## src/rtl/hot_tracker_query_ctrl.sv

```systemverilog
// Epoch scheduler and drain engine for hot_tracker: issues query pulses, drains the
// top-K stream into a FWFT FIFO (sentinels dropped). Drain stalls while the FIFO is full.
module hot_tracker_query_ctrl #(
  parameter int ADDR_SIZE      = 22,
  parameter int NUM_ENTRY      = 25,
  parameter int K_W            = 5,
  parameter int EPOCH_W        = 32,
  parameter int EPOCH_CNT_W    = 16,
  parameter int TIMEOUT_CYCLES = 4096,
  parameter int FIFO_DEPTH     = 32
) (
  input  logic                   clk,
  input  logic                   rst_n,
  input  logic                   cfg_enable,
  input  logic [EPOCH_W-1:0]     cfg_epoch_cycles,
  input  logic [K_W-1:0]         cfg_max_k,
  input  logic                   sw_query_req,
  input  logic                   err_clr,
  output logic                   ht_query_en,
  input  logic                   ht_query_ready,
  input  logic                   ht_mig_addr_en,
  input  logic [ADDR_SIZE-1:0]   ht_mig_addr,
  output logic                   ht_mig_addr_ready,
  output logic                   out_valid,
  output logic [ADDR_SIZE-1:0]   out_addr,
  input  logic                   out_ready,
  output logic                   busy,
  output logic                   done_pulse,
  output logic [EPOCH_CNT_W-1:0] epoch_cnt,
  output logic [K_W-1:0]         last_count,
  output logic                   timeout_err
);

  localparam int FIFO_AW = $clog2(FIFO_DEPTH);
  localparam int CNT_W   = FIFO_AW + 1;
  localparam int TO_W    = $clog2(TIMEOUT_CYCLES);

  typedef enum logic [2:0] {IDLE, ISSUE, WAIT_RDY, DRAIN, DONE} state_t;

  state_t                 state;
  logic [EPOCH_W-1:0]     timer;
  logic [TO_W-1:0]        to_cnt;
  logic [K_W-1:0]         drain_cnt;
  logic [ADDR_SIZE-1:0]   mem [FIFO_DEPTH];
  logic [FIFO_AW-1:0]     wr_ptr;
  logic [FIFO_AW-1:0]     rd_ptr;
  logic [CNT_W-1:0]       fifo_cnt;

  logic [K_W-1:0] eff_k;
  logic           timer_on;
  logic           trigger;
  logic           fifo_full;
  logic           accept;
  logic           is_sentinel;
  logic           push;
  logic           pop;
  logic           timeout_hit;

  assign eff_k       = (cfg_max_k == '0) ? K_W'(NUM_ENTRY) : cfg_max_k;
  assign timer_on    = cfg_enable && (cfg_epoch_cycles != '0);
  assign trigger     = sw_query_req || (timer_on && (timer == cfg_epoch_cycles - EPOCH_W'(1)));
  assign fifo_full   = (fifo_cnt == CNT_W'(FIFO_DEPTH));
  assign ht_mig_addr_ready = (state == DRAIN) && ht_mig_addr_en && !fifo_full && (drain_cnt < eff_k);
  assign accept      = ht_mig_addr_en && ht_mig_addr_ready;
  assign is_sentinel = &ht_mig_addr;
  assign push        = accept && !is_sentinel;
  assign pop         = out_ready && (fifo_cnt != '0);
  assign timeout_hit = (state == WAIT_RDY) && !ht_query_ready && (to_cnt == TO_W'(TIMEOUT_CYCLES - 1));

  assign ht_query_en = (state == ISSUE);
  assign busy        = (state != IDLE);
  assign done_pulse  = (state == DONE);
  assign out_valid   = (fifo_cnt != '0);
  assign out_addr    = out_valid ? mem[rd_ptr] : '0;

  always_ff @(posedge clk or negedge rst_n) begin
    if (!rst_n) begin
      state      <= IDLE;
      timer      <= '0;
      to_cnt     <= '0;
      drain_cnt  <= '0;
      last_count <= '0;
      epoch_cnt  <= '0;
    end else begin
      timer <= '0;
      case (state)
        IDLE: begin
          if (trigger)         state <= ISSUE;
          else if (timer_on)   timer <= timer + EPOCH_W'(1);
          else if (cfg_enable) timer <= timer;
        end
        ISSUE: begin
          drain_cnt <= '0;
          to_cnt    <= '0;
          state     <= WAIT_RDY;
        end
        WAIT_RDY: begin
          if (ht_query_ready)   state  <= DRAIN;
          else if (timeout_hit) state  <= IDLE;
          else                  to_cnt <= to_cnt + TO_W'(1);
        end
        DRAIN: begin
          // A full FIFO with en still high simply holds here; no timeout.
          if (!ht_mig_addr_en) begin
            state <= DONE;
          end else if (accept) begin
            if (is_sentinel) begin
              state <= DONE;
            end else begin
              drain_cnt <= drain_cnt + K_W'(1);
              if (drain_cnt + K_W'(1) == eff_k) state <= DONE;
            end
          end
        end
        DONE: begin
          last_count <= drain_cnt;
          epoch_cnt  <= epoch_cnt + EPOCH_CNT_W'(1);
          state      <= IDLE;
        end
        default: state <= IDLE;
      endcase
    end
  end

  always_ff @(posedge clk or negedge rst_n) begin
    if (!rst_n)           timeout_err <= 1'b0;
    else if (err_clr)     timeout_err <= 1'b0;
    else if (timeout_hit) timeout_err <= 1'b1;
  end

  always_ff @(posedge clk) begin
    if (push) mem[wr_ptr] <= ht_mig_addr;
  end

  always_ff @(posedge clk or negedge rst_n) begin
    if (!rst_n) begin
      wr_ptr   <= '0;
      rd_ptr   <= '0;
      fifo_cnt <= '0;
    end else begin
      if (push) wr_ptr <= wr_ptr + FIFO_AW'(1);
      if (pop)  rd_ptr <= rd_ptr + FIFO_AW'(1);
      case ({push, pop})
        2'b10:   fifo_cnt <= fifo_cnt + CNT_W'(1);
        2'b01:   fifo_cnt <= fifo_cnt - CNT_W'(1);
        default: fifo_cnt <= fifo_cnt;
      endcase
    end
  end

endmodule
```

## config.mk

```make
export PLATFORM = sky130hd
export DESIGN_NAME = hot_tracker_query_ctrl
export DESIGN_NICKNAME = d
export VERILOG_FILES = /design/src/rtl/hot_tracker_query_ctrl.sv
export SDC_FILE = /design/constraint.sdc
export NUM_CORES = 1
export LEC_CHECK = 0
export ABC_CLOCK_PERIOD_IN_PS = 5600
export BUFFER_PORTS_ARGS = -buffer_cell sky130_fd_sc_hd__buf_4
export CORE_UTILIZATION = 62
export DETAILED_ROUTE_END_ITERATION = 16
export PLACE_DENSITY_LB_ADDON = 0.3
export SLEW_MARGIN = 5
export SYNTH_ARGS = -nofsm -noshare
export SYNTH_HDL_FRONTEND = slang
export SYNTH_SLANG_ARGS = --single-unit
```

## constraint.sdc

```tcl
create_clock -name clk -period 5.6 [get_ports clk]
set_input_delay 0 -clock clk [delete_from_list [all_inputs] [get_ports clk]]
set_output_delay 0 -clock clk [all_outputs]
set_load 0.1 [all_outputs]
```

==> results of run 1 <==
[registers in the layout, summed over array words and instances (netlist names)]
signal	flops
drain_cnt	5
epoch_cnt	16
fifo_cnt	6
last_count	5
mem	704
rd_ptr	5
state	3
timeout_err	1
timer	32
to_cnt	12
wr_ptr	5
[what timing repair did]
| item | 4_1_cts | 5_1_grt |
|---|---|---|
| hold buffers | 33 | 0 |
| hold endpoints to repair | 809 | 0 |
| setup buffers | 0 | 0 |
[area by class of cell]
cell class | instances | share of cell area (%)
flip-flops and latches | 794 | 62.2
multi-input cells | 818 | 24.7
inverters | 24 | 0.239
well taps | 688 | 2.29
clock inverters | 42 | 1.04
repair buffers | 181 | 3.99
clock buffers | 103 | 5.60
[worst register-to-register path, delay by kind of cell (launching register included)]
family                 cells  cell delay [ps]
flip-flops                 1              480
AO/OA/AOI/OAI              1              530
buffers and inverters      1              300
AND/OR/NAND/NOR            5             2410
[logic make-up (layout without fill, tap and decap cells)]
family | Yosys count | count (layout) | synth area share [%]
AOI/OAI and AO/OA | 80 | 80 | 1.73
xor gates and xnor gates | 111 | 111 | 2.95
adders and majority gates | 19 | 19 | 0.720
buffers and inverters | 105 | 350 | 1.32
DFF | 794 | 794 | 70.9
muxes | 254 | 254 | 16.1
and+or+nand+nor | 354 | 354 | 6.32
[how the worst max path moves through the flow]
stage	to	slack [ps]	depth (start not counted)	from
2_1_floorplan	mem[14][0]	1720	8	fifo_cnt[1]
3_3_place_gp	mem[11][8]	1930	6	fifo_cnt[1]
3_5_place_dp	mem[11][13]	1740	6	fifo_cnt[1]
4_1_cts	mem[30][13]	1630	7	fifo_cnt[1]
5_1_grt	mem[30][13]	1290	6	state[1]
6_report	mem[30][13]	1600	7	fifo_cnt[1]
[power breakdown]
part | internal, mW | total, mW | switching (mW)
logic | 2.35 | 6.18 | 3.83
registers | 6.59 | 7.09 | 0.506
clock network | 2.91 | 5.13 | 2.22
total | 11.9 | 18.4 | 6.55
[per-stage QoR]
stage	cell area, sq um	total power [mW]	worst slack, ps	cells	hold WS (ps)
floorplan	33000	11.6	1720	1717	-296
global placement	34800	13.2	1930	2472	-147
detailed placement	34800	13.3	1740	2472	-144
CTS	37700	18.5	1630	2650	5.43
global route	37700	19.0	1290	2650	69.8
finish	37700	18.4	1600	2650	31.6
[layer usage]
| layer | vias up | GRT usage (%) | routed length (um) |
|---|---|---|---|
| met5 | - | 0 | 0 |
| met4 | 0 | 8.64 | 2190 |
| met3 | 131 | 5.48 | 7020 |
| met2 | 928 | 47.5 | 38700 |
| met1 | 8996 | 41.8 | 29500 |
| li1 | 7358 | - | - |
[placed cells by master, fill, tap and decap left out, types with 8 or more instances in the layout]
master	Yosys	routed
dfrtp_1	90	85
nor2_1	100	72
buf_4	1	143
edfxtp_1	704	704
clkinv_2	0	12
nand2_1	41	41
clkbuf_1	51	22
or3_1	8	8
nor2b_1	9	9
mux4_2	220	220
nand3_1	31	30
xnor2_1	61	61
xor2_1	50	50
inv_1	24	24
ha_1	19	19
dlygate4sd3_1	0	33
o31ai_1	8	8
nor4_1	14	14
nor3_1	31	26
o21ai_0	16	16
a21oi_1	14	14
and3_1	12	12
clkinv_1	0	14
mux2i_1	25	25
nand4_1	29	29
nor2_2	0	23
nor3_2	31	36
mux2_2	9	9
clkbuf_16	0	81
==> summary.md, run 1 <==
| Metric | Value |
|---|---|
| DIE HEIGHT | `233 um` |
| Worst Hold Class | `input port to flop` |
| Final layout net count | `1984` |
| Multi-input gate area | `0.00930 sq mm` |
| Fmax | `250 MHz` |
| Worst setup SP type | `flop` |
| IO buf count | `115` |
| Root Driver | `clkbuf_16` |
| Min Tclk post-route | `4000 ps` |
| Hold Path Stages | `6` |
| Yosys cell types | `74` |
| Worst path max stage delay | `1110 ps` |
| Setup tns final | `0 ps` |
| DRC viols | `0` |
| Drt wl/cell | `29.2 um` |
| Sequential-to-total area share from yosys stat | `70.9%` |
| R2r setup slk | `1600 ps` |
| Clock sinks | `794` |
| Syn Area/Cell | `19.2 sq um` |
| Core Util, Final | `71.7%` |
| Hold Vio Cnt, Final | `0` |
| Crit path max-delay family | `simple AND/OR/NAND/NOR gates` |
| Worst R2R Start | `fifo_cnt[1]` |
| DP HPWL | `45.0 mm` |
| LEAKAGE | `12.5 nW` |
| Mapped Area | `0.0330 sq mm` |
| Initial drt markers | `1925` |
| Vias per std cell | `6.57` |
| Critical path arrival | `4330 ps` |
| Vias in the first global route | `17456` |
| Clock skew | `25.2 ps` |
| Io pins | `116` |
| Buf+Inv Stages, Crit Path | `1` |
| Cts bufs inserted | `79` |
| CP Max Fanout | `19` |
| Post-Syn Nets | `1803` |
| Die ar. | `0.0541 sq mm` |
| # fillers | `3034` |
| Final Max Tran Viols | `0` |
| RSZ-0062 raised after global routing | `no` |
| Register Area | `0.0234 sq mm` |
| Layout area overhead | `14.1%` |
| DR vias | `17413` |
| Most common cell in the synthesized netlist | `edfxtp_1` |
| Synth top area cells | `edfxtp_1, mux4_2, dfrtp_1` |
| Setup violators final | `0` |
| Initial antenna violation count | `1` |
| Async S/R FF share, synth | `11.3%` |
| Slew margin rel. | `12.9%` |
| HP Start | `cfg_epoch_cycles[30]` |
| CP cell instances | `or4_1 > nor2_1 > a2111oi_0 > and3b_1 > nand2_1 > nor2_2 > buf_4` |
| Yosys top cell by area | `edfxtp_1` |
| ANT cells | `0` |
| P per Cell Area | `489 mW/mm^2` |
| Most frequent cells after synthesis | `edfxtp_1, mux4_2, nor2_1` |
| Die Width | `233 um` |
| Top FF cell, synth | `edfxtp_1` |
| Clk buf depth | `3` |
| First-pass GRT wire length | `114 mm` |
| H-tree depth | `3` |
| DRT Pass-1 Iters | `5` |
| Core box area | `0.0526 sq mm` |
| Kind of critical path | `flop to flop` |
| Setup crit end kind | `flop` |
| Grt ovf | `0` |
| Crit share post-route | `71.4%` |
| Critical R2R Capture | `mem[30][13]` |
| Critical Path RT | `5930 ps` |
| Post-Route WL | `77.4 mm` |
| Peak supply drop | `0.710 mV` |
| CTS tree | `yes` |
| Final RePlAce weighted congestion | `0.923` |
| Starting Density | `62.8%` |
| Mapped Cells | `1717` |
| # rows | `84` |
| Worst r2r path cells | `7` |
| Status | `finished, final reports clean` |
| Largest net degree at the start of global routing | `78` |
| EDFF count, synth | `704` |
| Synth Warn # | `0` |
| Synth top area share | `64.1%` |
| Global-route usage over all layers | `29.5%` |
| Layout cell share with drive strength beyond 1 | `29.4%` |
| Clock Latency Late Sink | `640 ps` |
| Antenna-violating nets left | `0` |
| Flops & latches, synth | `794` |
| Worst slew pin tran | `1300 ps` |
| Post-cts gate resize count | `0` |
| Hold endpoint | `timer[1]` |
| Max-cap viol count | `0` |
| Slowest-stage cell, CP | `nor2_2` |
| Clock slew at reported path FFs | `60 ps` |
No activity file was read; power rests on OpenSTA's default activity.
==> run 2, diff against run 1 <==
ABC_AREA = 1   (was default)
ABC_CLOCK_PERIOD_IN_PS = 3900   (was 5600)
clock period = 3.9 ns   (was 5.6 ns; I/O delays follow)
==> run 2 against run 1 <==
Effect of this change:
- non-clock buffer count grew 60
- clock power grew 48%
- count of clock-buffer cells in the layout grew 8
- register-to-register slack lost 1100 ps
- cell area grew 3.9%
- wire length grew 20%
- sequential cell count is the same
- combinational power grew 80%
- clock skew is essentially flat
- synthesized cell count grew 75%
- cell count grew 48%
- critical path type is now flop to primary output
- largest power group is now combinational cells
==> summary.md, run 2 <==
| Metric | Value |
|---|---|
| Max-cap viol count | `0` |
| Clock skew | `25.1 ps` |
| DP HPWL | `57.3 mm` |
| Vias in the first global route | `23846` |
| Root Driver | `clkbuf_16` |
| CTS tree | `yes` |
| Vias per std cell | `6.32` |
| EDFF count, synth | `704` |
| Kind of critical path | `flop to primary output` |
| Post-Syn Nets | `3090` |
| Worst path max stage delay | `600 ps` |
| Die ar. | `0.0561 sq mm` |
| Synth top area share | `61.9%` |
| Post-Synth XOR/XNOR Area | `1.74%` |
| Worst setup margin | `65.4 ps` |
| Setup bufs post-CTS | `0` |
| Top cell by count, worst path | `o21ai_0` |
| Sequential-to-total area share from yosys stat | `68.4%` |
| Mapped Area | `0.0342 sq mm` |
| Flops & latches, synth | `794` |
| DIE HEIGHT | `237 um` |
| Buf+Inv Stages, Crit Path | `2` |
| Final Max Tran Viols | `0` |
| Biggest register | `mem` |
| Worst setup SP type | `flop` |
| ANT cells | `0` |
| Critical path arrival | `3830 ps` |
| CP Max Fanout | `148` |
| Crit path max-delay family | `compound AO/OA/AOI/OAI gates` |
| Slew margin rel. | `36.0%` |
| IO buf count | `115` |
| Yosys cell types | `47` |
| Global-route usage over all layers | `33.5%` |
| Yosys top cell by area | `edfxtp_1` |
| Max reg flops | `704` |
| Core box area | `0.0541 sq mm` |
| Post-synthesis adder-cell area fraction | `0.696%` |
| P per Cell Area | `729 mW/mm^2` |
| Most frequent cells in the layout | `edfxtp_1, nor2_1, o21ai_0` |
| Min Tclk post-route | `3830 ps` |
| Async S/R FF share, synth | `11.3%` |
| RSZ-0062 raised after global routing | `no` |
| Grt ovf | `0` |
| Drt wl/cell | `23.6 um` |
| Status | `finished, final reports clean` |
| DRT Pass-1 Iters | `5` |
| Worst Hold Class | `input port to flop` |
| # fillers | `3467` |
| Largest regs | `mem (704), timer (32), epoch_cnt (16)` |
| Clock Latency Late Sink | `640 ps` |
| Most common cell in the synthesized netlist | `edfxtp_1` |
| Crit share post-route | `98.3%` |
| H-tree depth | `3` |
| Initial drt markers | `3178` |
| DRC viols | `0` |
| Mapped Cells | `3004` |
| Hold Vio Cnt, Final | `0` |
| Post-Route WL | `92.7 mm` |
| Hold slack | `27.6 ps` |
| Syn Area/Cell | `11.4 sq um` |
| Fmax | `261 MHz` |
| Top FF cell, synth | `edfxtp_1` |
| Critical Path RT | `3900 ps` |
| Synth top area cells | `edfxtp_1, dfrtp_1, o21ai_0` |
| # rows | `85` |
| Final RePlAce weighted congestion | `0.915` |
| Most common cell after layout, fill and taps aside | `edfxtp_1` |
| Final layout net count | `3252` |
| Largest net degree at the start of global routing | `149` |
| Worst slew pin tran | `960 ps` |
| Setup tns final | `0 ps` |
| Synth Area in Compound Gates | `11.8%` |
| Clk buf depth | `3` |
| Setup violators final | `0` |
| DR vias | `24805` |
| Antenna-violating nets left | `0` |
| CP cell instances | `buf_16 > o21ai_0 > o22ai_1 > o21ai_0 > a31oi_1 > o21ai_0 > a41oi_1 > buf_4` |
| Slowest-stage cell, CP | `dfrtp_4` |
| Synth Area in Simple Gates | `13.8%` |
| LEAKAGE | `13.7 nW` |
| Layout cell share with drive strength beyond 1 | `13.0%` |
| Clock slew at reported path FFs | `60 ps` |
| Io pins | `116` |
| Starting Density | `63.1%` |
| Synth Warn # | `0` |
| Proportion of synthesized area in mux cells | `0%` |
| Die Width | `237 um` |
| Initial antenna violation count | `1` |
| Layout area overhead | `14.4%` |
| First-pass GRT wire length | `141 mm` |
| DP Worst Slack | `312 ps` |
| Core Util, Final | `72.3%` |
| Most frequent cells after synthesis | `edfxtp_1, nor2_1, o21ai_0` |
| Main combinational cell family by area after synthesis | `simple AND/OR/NAND/NOR gates` |
| Peak supply drop | `2.11 mV` |
| Cts bufs inserted | `79` |
| Setup crit end kind | `primary output` |
| Clock sinks | `794` |
## run 2: cell families (layout without fill, tap and decap cells)
| kind of cell | Yosys count | in the layout |
|---|---|---|
| AO/OA/AOI/OAI | 692 | 692 |
| XOR/XNOR | 68 | 68 |
| adder cells (fa/ha/maj) | 19 | 19 |
| flip-flops | 794 | 794 |
| buffers and inverters | 302 | 529 |
| AND/OR/NAND/NOR | 1129 | 1129 |
## run 2: layer usage
| layer | global-route usage, % | part of all wire [%] | up-vias | routed length (um) |
|---|---|---|---|---|
| met5 | 0 | 0.014 | - | 13 |
| met4 | 15.2 | 4.6 | 2 | 4230 |
| met3 | 7.12 | 11 | 241 | 10400 |
| met2 | 53.1 | 47 | 1515 | 43700 |
| met1 | 44.9 | 37 | 11938 | 34300 |
| li1 | - | - | 11109 | - |
## run 2: worst paths after layout
| path | startpoint | endpoint | slack (ps) | depth (start not counted) |
|---|---|---|---|---|
| max | rd_ptr[0] | out_addr[6] | 70 | 8 |
| min in group asynchronous | rst_n | timer[31] | 510 | 4 |
| max in group asynchronous | rst_n | to_cnt[1] | 2780 | 4 |
| max reg2reg | drain_cnt[2] | fifo_cnt[4] | 520 | 17 |
| min | ht_mig_addr[8] | mem[26][8] | 30 | 2 |
| min reg2reg | epoch_cnt[15] | epoch_cnt[15] | 480 | 1 |
## run 2: stage by stage
stage               std cells  total power [mW]  area (sq um)
global route             3927              29.5         39100
CTS                      3927              28.3         39100
global placement         3748              20.5         36200
finish                   3927              28.5         39100
floorplan                3004              17.2         34200
detailed placement       3748              20.7         36200
## run 2: power by group
group | total (mW) | switching, mW | internal, mW
logic | 11.1 | 8.45 | 2.68
registers | 9.83 | 0.321 | 9.51
clock network | 7.58 | 3.22 | 4.35
total | 28.5 | 12.0 | 16.5
## run 2: final cells by class
type / count / area (sq um) / area share [%]
flip-flops and latches: 794 / 23400 / 59.8
clock inverters: 35 / 354 / 0.905
well taps: 696 / 871 / 2.23
multi-input cells: 1908 / 9700 / 24.8
repair buffers: 241 / 2020 / 5.16
inverters: 142 / 548 / 1.40
clock buffers: 111 / 2230 / 5.70
## run 2: repair_timing
action | CTS | global route
setup endpoints to repair | 0 | 3
endpoints found under the hold margin | 710 | 0
hold buffers | 33 | 0
resized for setup | 0 | 2
